===== src/rtl/kernel_ctrl_pkg.sv =====
// ---------------------------------------------------------------------------
// kernel_ctrl_pkg
// Shared definitions for the kernel control slice: the chunk sequencer FSM
// state encoding and the default chunk / AXI beat sizes used by the vadd
// kernel.
// ---------------------------------------------------------------------------
package kernel_ctrl_pkg;

  // Chunk sequencer FSM states.
  typedef enum logic [1:0] {
    ST_IDLE   = 2'd0,
    ST_LAUNCH = 2'd1,
    ST_WAIT   = 2'd2,
    ST_DONE   = 2'd3
  } seq_state_e;

  // Largest transfer handed to the datapath in one launch (power of two).
  localparam int unsigned DEF_CHUNK_BYTES = 4096;
  // AXI data beat size; every chunk is a whole number of beats.
  localparam int unsigned DEF_BEAT_BYTES  = 64;

endpackage : kernel_ctrl_pkg


===== src/rtl/kernel_chunk_sequencer.sv =====
// ---------------------------------------------------------------------------
// kernel_chunk_sequencer
// Splits one host job (base address + byte length) into a series of datapath
// launches of at most C_CHUNK_BYTES each. The job length is first rounded up
// to a whole number of AXI beats. Each chunk is launched with a one-cycle
// dp_start pulse and the sequencer waits for dp_done before the next one.
//
// Ports
//   ap_clk, areset          clock, synchronous active-high reset
//   ap_start                host start level (rising edge starts a job)
//   ap_idle                 high only while no job is in progress
//   ap_done, ap_ready       one-cycle job-complete pulse
//   ctrl_base_addr          job start byte address
//   ctrl_length_bytes       total job bytes
//   dp_start                one-cycle launch pulse to the datapath
//   dp_addr_offset          chunk byte address (held until dp_done)
//   dp_xfer_size_in_bytes   chunk byte size (held until dp_done)
//   dp_done                 datapath chunk-complete pulse
//   chunk_count             chunks completed in the current / last job
//   proto_err               sticky: dp_done seen while not waiting for it
// ---------------------------------------------------------------------------
module kernel_chunk_sequencer
  import kernel_ctrl_pkg::*;
#(
  parameter int unsigned C_ADDR_WIDTH      = 64,
  parameter int unsigned C_XFER_SIZE_WIDTH = 32,
  parameter int unsigned C_CHUNK_BYTES     = DEF_CHUNK_BYTES,
  parameter int unsigned C_BEAT_BYTES      = DEF_BEAT_BYTES
) (
  input  logic                         ap_clk,
  input  logic                         areset,
  input  logic                         ap_start,
  output logic                         ap_idle,
  output logic                         ap_done,
  output logic                         ap_ready,
  input  logic [C_ADDR_WIDTH-1:0]      ctrl_base_addr,
  input  logic [C_XFER_SIZE_WIDTH-1:0] ctrl_length_bytes,
  output logic                         dp_start,
  output logic [C_ADDR_WIDTH-1:0]      dp_addr_offset,
  output logic [C_XFER_SIZE_WIDTH-1:0] dp_xfer_size_in_bytes,
  input  logic                         dp_done,
  output logic [15:0]                  chunk_count,
  output logic                         proto_err
);

  // Remaining-byte arithmetic carries one extra bit so that rounding a
  // near-maximum length up to the next beat cannot wrap to zero.
  localparam int unsigned RW = C_XFER_SIZE_WIDTH + 1;
  localparam logic [RW-1:0] BEAT_M1  = RW'(C_BEAT_BYTES - 1);
  localparam logic [RW-1:0] CHUNK_RW = RW'(C_CHUNK_BYTES);

  seq_state_e                   state_q;
  logic                         ap_start_r_q;
  logic                         ap_idle_q;
  logic                         ap_done_q;
  logic                         dp_start_q;
  logic [C_ADDR_WIDTH-1:0]      dp_addr_q;
  logic [C_XFER_SIZE_WIDTH-1:0] dp_size_q;
  logic [C_ADDR_WIDTH-1:0]      cur_addr_q;
  logic [RW-1:0]                remaining_q;
  logic [15:0]                  chunk_cnt_q;
  logic                         proto_err_q;

  logic                         start_pulse;
  logic [RW-1:0]                len_rnd;
  logic [RW-1:0]                rem_after;
  logic [C_ADDR_WIDTH-1:0]      addr_after;

  // Size of the next launch given the bytes still outstanding.
  function automatic logic [C_XFER_SIZE_WIDTH-1:0] chunk_of(input logic [RW-1:0] rem);
    return (rem < CHUNK_RW) ? C_XFER_SIZE_WIDTH'(rem) : C_XFER_SIZE_WIDTH'(CHUNK_RW);
  endfunction

  function automatic logic [15:0] sat_inc16(input logic [15:0] v);
    return (v == 16'hFFFF) ? v : v + 16'd1;
  endfunction

  always_comb begin
    start_pulse = ap_start & ~ap_start_r_q;
    len_rnd     = ({1'b0, ctrl_length_bytes} + BEAT_M1) & ~BEAT_M1;
    // dp_size_q still holds the chunk in flight while in WAIT.
    rem_after   = remaining_q - RW'(dp_size_q);
    addr_after  = cur_addr_q + C_ADDR_WIDTH'(dp_size_q);
  end

  // Outputs for the next state are computed on the transition into it, so
  // every output is a plain register aligned with the state it belongs to.
  always_ff @(posedge ap_clk) begin
    if (areset) begin
      state_q      <= ST_IDLE;
      ap_start_r_q <= 1'b0;
      ap_idle_q    <= 1'b1;
      ap_done_q    <= 1'b0;
      dp_start_q   <= 1'b0;
      dp_addr_q    <= '0;
      dp_size_q    <= '0;
      cur_addr_q   <= '0;
      remaining_q  <= '0;
      chunk_cnt_q  <= '0;
      proto_err_q  <= 1'b0;
    end else begin
      ap_start_r_q <= ap_start;

      // A completion is only legal while a chunk is outstanding.
      if (dp_done && (state_q != ST_WAIT)) begin
        proto_err_q <= 1'b1;
      end

      case (state_q)
        ST_IDLE: begin
          if (start_pulse) begin
            cur_addr_q  <= ctrl_base_addr;
            remaining_q <= len_rnd;
            chunk_cnt_q <= '0;
            ap_idle_q   <= 1'b0;
            if (len_rnd == '0) begin
              state_q   <= ST_DONE;
              ap_done_q <= 1'b1;
            end else begin
              state_q    <= ST_LAUNCH;
              dp_start_q <= 1'b1;
              dp_addr_q  <= ctrl_base_addr;
              dp_size_q  <= chunk_of(len_rnd);
            end
          end
        end

        ST_LAUNCH: begin
          dp_start_q <= 1'b0;
          state_q    <= ST_WAIT;
        end

        ST_WAIT: begin
          if (dp_done) begin
            cur_addr_q  <= addr_after;
            remaining_q <= rem_after;
            chunk_cnt_q <= sat_inc16(chunk_cnt_q);
            if (rem_after == '0) begin
              state_q   <= ST_DONE;
              ap_done_q <= 1'b1;
            end else begin
              state_q    <= ST_LAUNCH;
              dp_start_q <= 1'b1;
              dp_addr_q  <= addr_after;
              dp_size_q  <= chunk_of(rem_after);
            end
          end
        end

        ST_DONE: begin
          // Any start edge seen here is dropped; the host must re-raise.
          ap_done_q <= 1'b0;
          ap_idle_q <= 1'b1;
          state_q   <= ST_IDLE;
        end

        default: begin
          state_q <= ST_IDLE;
        end
      endcase
    end
  end

  assign ap_idle               = ap_idle_q;
  assign ap_done               = ap_done_q;
  assign ap_ready              = ap_done_q;
  assign dp_start              = dp_start_q;
  assign dp_addr_offset        = dp_addr_q;
  assign dp_xfer_size_in_bytes = dp_size_q;
  assign chunk_count           = chunk_cnt_q;
  assign proto_err             = proto_err_q;

endmodule : kernel_chunk_sequencer


===== config.mk =====
export PLATFORM = sky130hd
export DESIGN_NAME = kernel_chunk_sequencer
export DESIGN_NICKNAME = d
export VERILOG_FILES = /design/src/rtl/kernel_ctrl_pkg.sv /design/src/rtl/kernel_chunk_sequencer.sv
export SDC_FILE = /design/constraint.sdc
export NUM_CORES = 1
export LEC_CHECK = 0
export BUFFER_PORTS_ARGS = -buffer_cell sky130_fd_sc_hd__buf_2
export CAP_MARGIN = 40
export CORE_MARGIN = 4
export CORE_UTILIZATION = 53
export DETAILED_ROUTE_END_ITERATION = 8
export PLACE_DENSITY = 0.82
export SLEW_MARGIN = 25
export SYNTH_ARGS = -nofsm -noshare
export SYNTH_HDL_FRONTEND = slang
export SYNTH_SLANG_ARGS = --single-unit
export TNS_END_PERCENT = 30

===== constraint.sdc =====
create_clock -name ap_clk -period 4.22 [get_ports ap_clk]
set_input_delay 0.422 -clock ap_clk [delete_from_list [all_inputs] [get_ports ap_clk]]
set_output_delay 0.422 -clock ap_clk [all_outputs]
set_load 0.01 [all_outputs]

==> impl_metrics.json, run 1 <==
{
  "nNetsFinal": 2306,
  "status": "finished with violations",
  "hold_viol": 0,
  "vias_per_cell": 6.156,
  "clockBufferDepth": 3,
  "vias": 15366,
  "postRouteAntennaNets": 0,
  "grt_usage_pct": 29.00,
  "clk_latency_ps": 530,
  "maxSlewHeadroom_pct": 45.16,
  "hold_slack_ps": 134.3,
  "synth_fa_ha_area_share_pct": 5.969,
  "synth_area_leaders": "dfxtp_1 (30%), a21oi_1 (6.2%), nand2_1 (5.8%)",
  "synth.top_cell.area_share_pct": 29.81,
  "critPathMaxFanout": 7,
  "grt_pass1_wl_mm": 73.96,
  "core-area_um2": 26950,
  "placed_cell_area_um2": 16330,
  "arrival_ps": 4650,
  "async_reset_ff_share_pct": 0,
  "holdBufCountCts": 0,
  "synthFlopType": "dfxtp_1",
  "hold_class": "in2reg",
  "power_density_nw_per_um2": 360.7,
  "critical_path_class": "reg2reg",
  "worst_slack_ps": -22.94,
  "wl_per_cell_um": 18.89,
  "grt_max_degree": 110,
  "syn_avg_cell_area_um2": 7.595,
  "dp.final_hpwl_mm": 34.06,
  "violations": "negative setup slack",
  "worst_pin_slew_ps": 815.6,
  "overflow": 0,
  "firstDrtPassIters": 5,
  "slew_violations": 0,
  "start_util_pct": 53.83,
  "final.min_clock_period_ps": 4243,
  "fmax_mhz": 235.7,
  "fp.dieW_um": 173.4,
  "fin_area_um2": 17530,
  "finalCritPeriodShare_pct": 100.5,
  "clock_skew_ps": 9.632,
  "ios": 217,
  "synth_simple_gate_area_share_pct": 24.89,
  "clkTransAtPathRegs_ps": 60,
  "synth_seq_cells": 216,
  "syn_area_um2": 14510,
  "rsz0062_at_grt": "yes",
  "diodes": 0,
  "portBuffers": 216,
  "gp_congestion": 0.9858,
  "std_cell_rows": 60,
  "htreeDepth": 1,
  "final_cell_mix": "nand2_1 (226), buf_2 (215), dfxtp_1 (214)",
  "root_buffer": "clkbuf_16",
  "synth_top_family_by_area": "simple AND/OR/NAND/NOR gates",
  "finalSetupViolCount": 5,
  "final_util_pct": 65.03,
  "synth_xor_xnor_area_share_pct": 5.555,
  "synth_area_leader_cell": "dfxtp_1",
  "synth_cell_type_count": 75,
  "cp-start-kind": "flip-flop",
  "synthMuxAreaShare_pct": 6.400,
  "hold_path_depth": 2,
  "area_delta_synth_final_pct": 20.81,
  "ir_drop_mv": 0.2680,
  "cts.sinks": 216,
  "syn_nets": 2078,
  "route.detailed.drc": 0,
  "end_kind": "flip-flop",
  "synth-edff-count": 0,
  "die_height_um": 173.4,
  "cts_made_buffers": 24,
  "first_global_vias": 14420,
  "p_leak_nw": 7.640,
  "totalWireLength_mm": 47.14,
  "final_common_cell": "nand2_1",
  "required_ps": 4630,
  "cts_tree": "built",
  "synth_compound_area_share_pct": 22.54,
  "r2r_cells": 19,
  "synthesis.instances": 1910,
  "die_area_um2": 30080,
  "drv_cap": 0,
  "drt_iter0_drc": 1548,
  "ys_seq_area_share_pct": 29.81,
  "drive_above_1_share_pct": 20.56,
  "yosysWarnings": 0,
  "antenna_found_initial": 1
}
cell usage after synthesis (36+ instances only):
cell type and n:
xnor2_1 56, nand2_1 226, o21ai_0 71, nor3_1 65
mux2i_1 68, xor2_1 36, a21oi_1 179, nand3_1 72
o211ai_1 38, a211oi_1 41, clkbuf_1 91, inv_1 63
nor2_1 194, ha_1 66, dfxtp_1 216
metrics by stage:
| step | instances | setup TNS, ps | total power [mW] | setup WS (ps) |
|---|---|---|---|---|
| 2_1_floorplan | 1910 | 0 | 3.426 | 16.15 |
| 3_3_place_gp | 2437 | 0 | 3.994 | 14.41 |
| 3_5_place_dp | 2437 | -86.76 | 4.011 | -86.76 |
| 4_1_cts | 2484 | 0 | 6.214 | 13.16 |
| 5_1_grt | 2496 | -962.2 | 6.592 | -71.94 |
| 6_report | 2496 | -36.40 | 6.321 | -22.94 |
registers in the layout, indices dropped and copies added (netlist names), 2 cells and up:
signal                 count
cur_addr_q                64
dp_addr_offset            64
remaining_q               33
dp_xfer_size_in_bytes     32
chunk_count               16
state_q                    2
path summary, 6_finish.rpt:
| path | slack [ps] | endpoint | from |
|---|---|---|---|
| worst min-delay path | 130 | ap_start_r_q$_SDFF_PP0_ | ap_start |
| worst max-delay path | -20 | dp_addr_offset[13]$_SDFFE_PP0P_ | remaining_q[0]$_SDFFE_PP0P_ |
| worst max register to register | -20 | dp_addr_offset[13]$_SDFFE_PP0P_ | remaining_q[0]$_SDFFE_PP0P_ |
| worst min register to register | 460 | remaining_q[5]$_SDFFE_PP0P_ | remaining_q[5]$_SDFFE_PP0P_ |
logic make-up after synthesis:
kind of cell | count (synthesis)
AO/OA/AOI/OAI | 504
XOR/XNOR | 92
adder cells (fa/ha/maj) | 68
buffers and inverters | 181
flip-flops | 216
multiplexers | 90
AND/OR/NAND/NOR | 759
worst max-delay path, cell delays in order, from the launching register on:
cell       delay (ps)
dfxtp_2           320
inv_2              70
ha_4              120
inv_2              30
fa_2              360
a211oi_4          270
buf_4             170
o211ai_1          120
a21oi_2           210
buf_4             140
buf_4              90
o211ai_1          190
xor2_1            250
o21ba_2           280
o211ai_1          180
nor4b_4           310
buf_4             160
a21bo_4           280
clkbuf_16         230
mux2_2            340
metal layers:
layer / up-vias / wire length (um) / GRT usage, % / part of all wire, %
met1: 7236 / 20930 / 41.11 / 44
met4: 2 / 1150 / 8.480 / 2.4
li1: 7344 / - / - / -
met3: 84 / 3994 / 4.537 / 8.5
met5: - / 11 / 0 / 0.023
met2: 700 / 21050 / 45.82 / 45
cell type report:
class,instances,area (um2)
multi-input combinational,1513,9659
fill,2306,9425
sequential,216,4327
timing repair buffer,319,2053
clock buffer,30,643.1
tap,341,426.7
inverter,64,240.2
clock inverter,13,176.4
timing repair:
item / CTS / global route
gates resized for setup: 5 / 39
cloned: 0 / 4
setup buffers: 4 / 7
endpoints found under the setup margin: 1 / 97
pin swaps: 7 / 8
report_power, final:
part / internal, mW / switching [mW]
Clock: 1.33 / 0.878
Sequential: 2.18 / 0.100
Combinational: 0.750 / 1.09
Total: 4.26 / 2.07
No activity file was read; power rests on OpenSTA's default activity.
==> inputs of run 2 (changes only) <==
Settings changed: CORE_UTILIZATION 53 to 63, PLACE_DENSITY 0.82 to 0.91.
Clock period 4.22 ns to 5.4 ns, I/O delays scaled along.
==> impl_metrics.json, run 2 (synthesized netlist as in run 1, its figures left out) <==
{
  "p_leak_nw": 7.133,
  "drive_above_1_share_pct": 16.72,
  "met3_usage_pct": 6.452,
  "grt_max_degree": 89,
  "finalSetupViolCount": 0,
  "std_cell_rows": 55,
  "htreeDepth": 1,
  "path_cells": "ha_1 > inv_1 > fa_1 > a211oi_2 > o21ai_1 > a21oi_1 > o21ai_1 > xor2_1 > or4_1 > or4_4 > or4_4 > o311ai_2 > o32ai_1",
  "setup_tns_ps": 0,
  "hold_viol": 0,
  "met1_usage_pct": 47.19,
  "r2r_cells": 13,
  "clk_latency_ps": 530,
  "antenna_found_initial": 2,
  "cts.repair.resized": 0,
  "fp.dieW_um": 159.7,
  "postRouteAntennaNets": 0,
  "regArea_um2": 4324,
  "vias": 15258,
  "clock_skew_ps": 13.76,
  "min_from": "ap_start",
  "dp.final_hpwl_mm": 34.16,
  "grtUsageMet2_pct": 54.02,
  "endpoint": "dp_xfer_size_in_bytes[7]$_SDFFE_PP0P_",
  "nNetsFinal": 2226,
  "grt_pass1_wl_mm": 73.45,
  "final_cell_mix": "nand2_1 (226), dfxtp_1 (216), buf_2 (215)",
  "core-area_um2": 22640,
  "cts.sinks": 216,
  "top_usage_layer": "met2",
  "cts_tree": "built",
  "die_area_um2": 25520,
  "cp-start-kind": "flip-flop",
  "multi_input_area_um2": 9522,
  "hold_class": "in2reg",
  "power_density_nw_per_um2": 286.4,
  "setup.worst_path.start": "dp_xfer_size_in_bytes[0]$_SDFFE_PP0P_",
  "cts_made_buffers": 24,
  "wl_per_cell_um": 19.71,
  "ios": 217,
  "totalWireLength_mm": 46.56,
  "overflow": 0,
  "critPathMaxFanout": 6,
  "final_common_cell": "nand2_1",
  "slowest_stage": "or4_4",
  "cts_setup_buffers": 0,
  "portBuffers": 216,
  "grt_usage_pct": 34.20,
  "final.min_clock_period_ps": 4625,
  "maxSlewHeadroom_pct": 35.01,
  "total_power_mw": 4.752,
  "slew_violations": 0,
  "gp_congestion": 1.125,
  "end_kind": "flip-flop",
  "path_depth": 13,
  "cpPeakStageDelay_ps": 570,
  "required_ps": 5770,
  "die_height_um": 159.7,
  "first_global_vias": 14103,
  "route.detailed.drc": 0,
  "critical_path_class": "reg2reg",
  "vias_per_cell": 6.460,
  "timing.rr.start": "dp_xfer_size_in_bytes[0]$_SDFFE_PP0P_",
  "start_util_pct": 64.07,
  "status": "finished, final reports clean",
  "root_buffer": "clkbuf_16",
  "holdBufCountCts": 0,
  "crit_family": "simple AND/OR/NAND/NOR gates",
  "clkTransAtPathRegs_ps": 60,
  "drv_cap": 0,
  "ir_drop_mv": 0.2012,
  "clockBufferDepth": 3,
  "drt_iter0_drc": 1866,
  "rsz0062_at_grt": "no",
  "area_delta_synth_final_pct": 14.39,
  "fmax_mhz": 216.2,
  "arrival_ps": 4990,
  "worst_pin_slew_ps": 972.8,
  "finalCritPeriodShare_pct": 85.65,
  "firstDrtPassIters": 7,
  "r2r_end": "dp_xfer_size_in_bytes[7]$_SDFFE_PP0P_",
  "path_buf_inv": 1,
  "reg2reg_setup_slack_ps": 770,
  "final.fill_count": 1679
}
## run 2: cell count changes in the layout (fill, tap and decap cells not counted), sizes merged
cell and delta:
buf -76, clkinvlp +3, diode +2, clkinv -1
bufinv -2, clkbuf -4
## run 2: cell type report
class | instances | share of cell area, %
inverters | 64 | 1.448
flip-flops and latches | 216 | 26.06
multi-input cells | 1513 | 57.38
diodes | 2 | 0.03016
clock buffers | 30 | 3.996
repair buffers | 239 | 8.106
well taps | 285 | 2.149
clock inverters | 13 | 0.8294
## run 2: metal layers
layer  share of wire, %  wire (um)
met1                 42      19570
met2                 44      20490
met3                 10       4694
met4                3.9       1810
met5                  0          0
## run 2: power breakdown
part           internal [mW]  switching [mW]  leakage, nW
logic                  0.487           0.814         4.98
clock network          0.969           0.698        0.390
registers               1.70          0.0814         1.77
total                   3.16            1.59         7.13
## run 2: worst min-delay path by stage
| stage | endpoint | cells after the start |
|---|---|---|
| 3_3_place_gp | dp_addr_offset[34]$_SDFFE_PP0P_ | 2 |
| 4_1_cts | ap_start_r_q$_SDFF_PP0_ | 2 |
| 5_1_grt | ap_start_r_q$_SDFF_PP0_ | 2 |
| 2_1_floorplan | remaining_q[5]$_SDFFE_PP0P_ | 2 |
| 6_report | ap_start_r_q$_SDFF_PP0_ | 2 |
| 3_5_place_dp | dp_addr_offset[27]$_SDFFE_PP0P_ | 2 |
## run 2: worst register-to-register path: cells and delay by family (launching register included)
family                     cells  cell delay, ps
and+or+nand+nor                3            1650
AOI/OAI and AO/OA              6            1610
adders and majority gates      2             600
DFF                            1             420
xor gates and xnor gates       1             170
buffers and inverters          1              50
## run 2: through the flow
step | std cells | worst slack, ps | cell area (um2) | hold WS [ps] | util (%)
floorplan | 1910 | 1046 | 14510 | 435.6 | -
global placement | 2314 | 921.2 | 15700 | 442.5 | 69.35
detailed placement | 2315 | 832.0 | 15730 | 448.9 | 69.49
CTS | 2358 | 795.5 | 16530 | 243.6 | 73.03
global route | 2362 | 470.2 | 16590 | 272.0 | 73.29
finish | 2362 | 775.0 | 16590 | 251.2 | 73.29
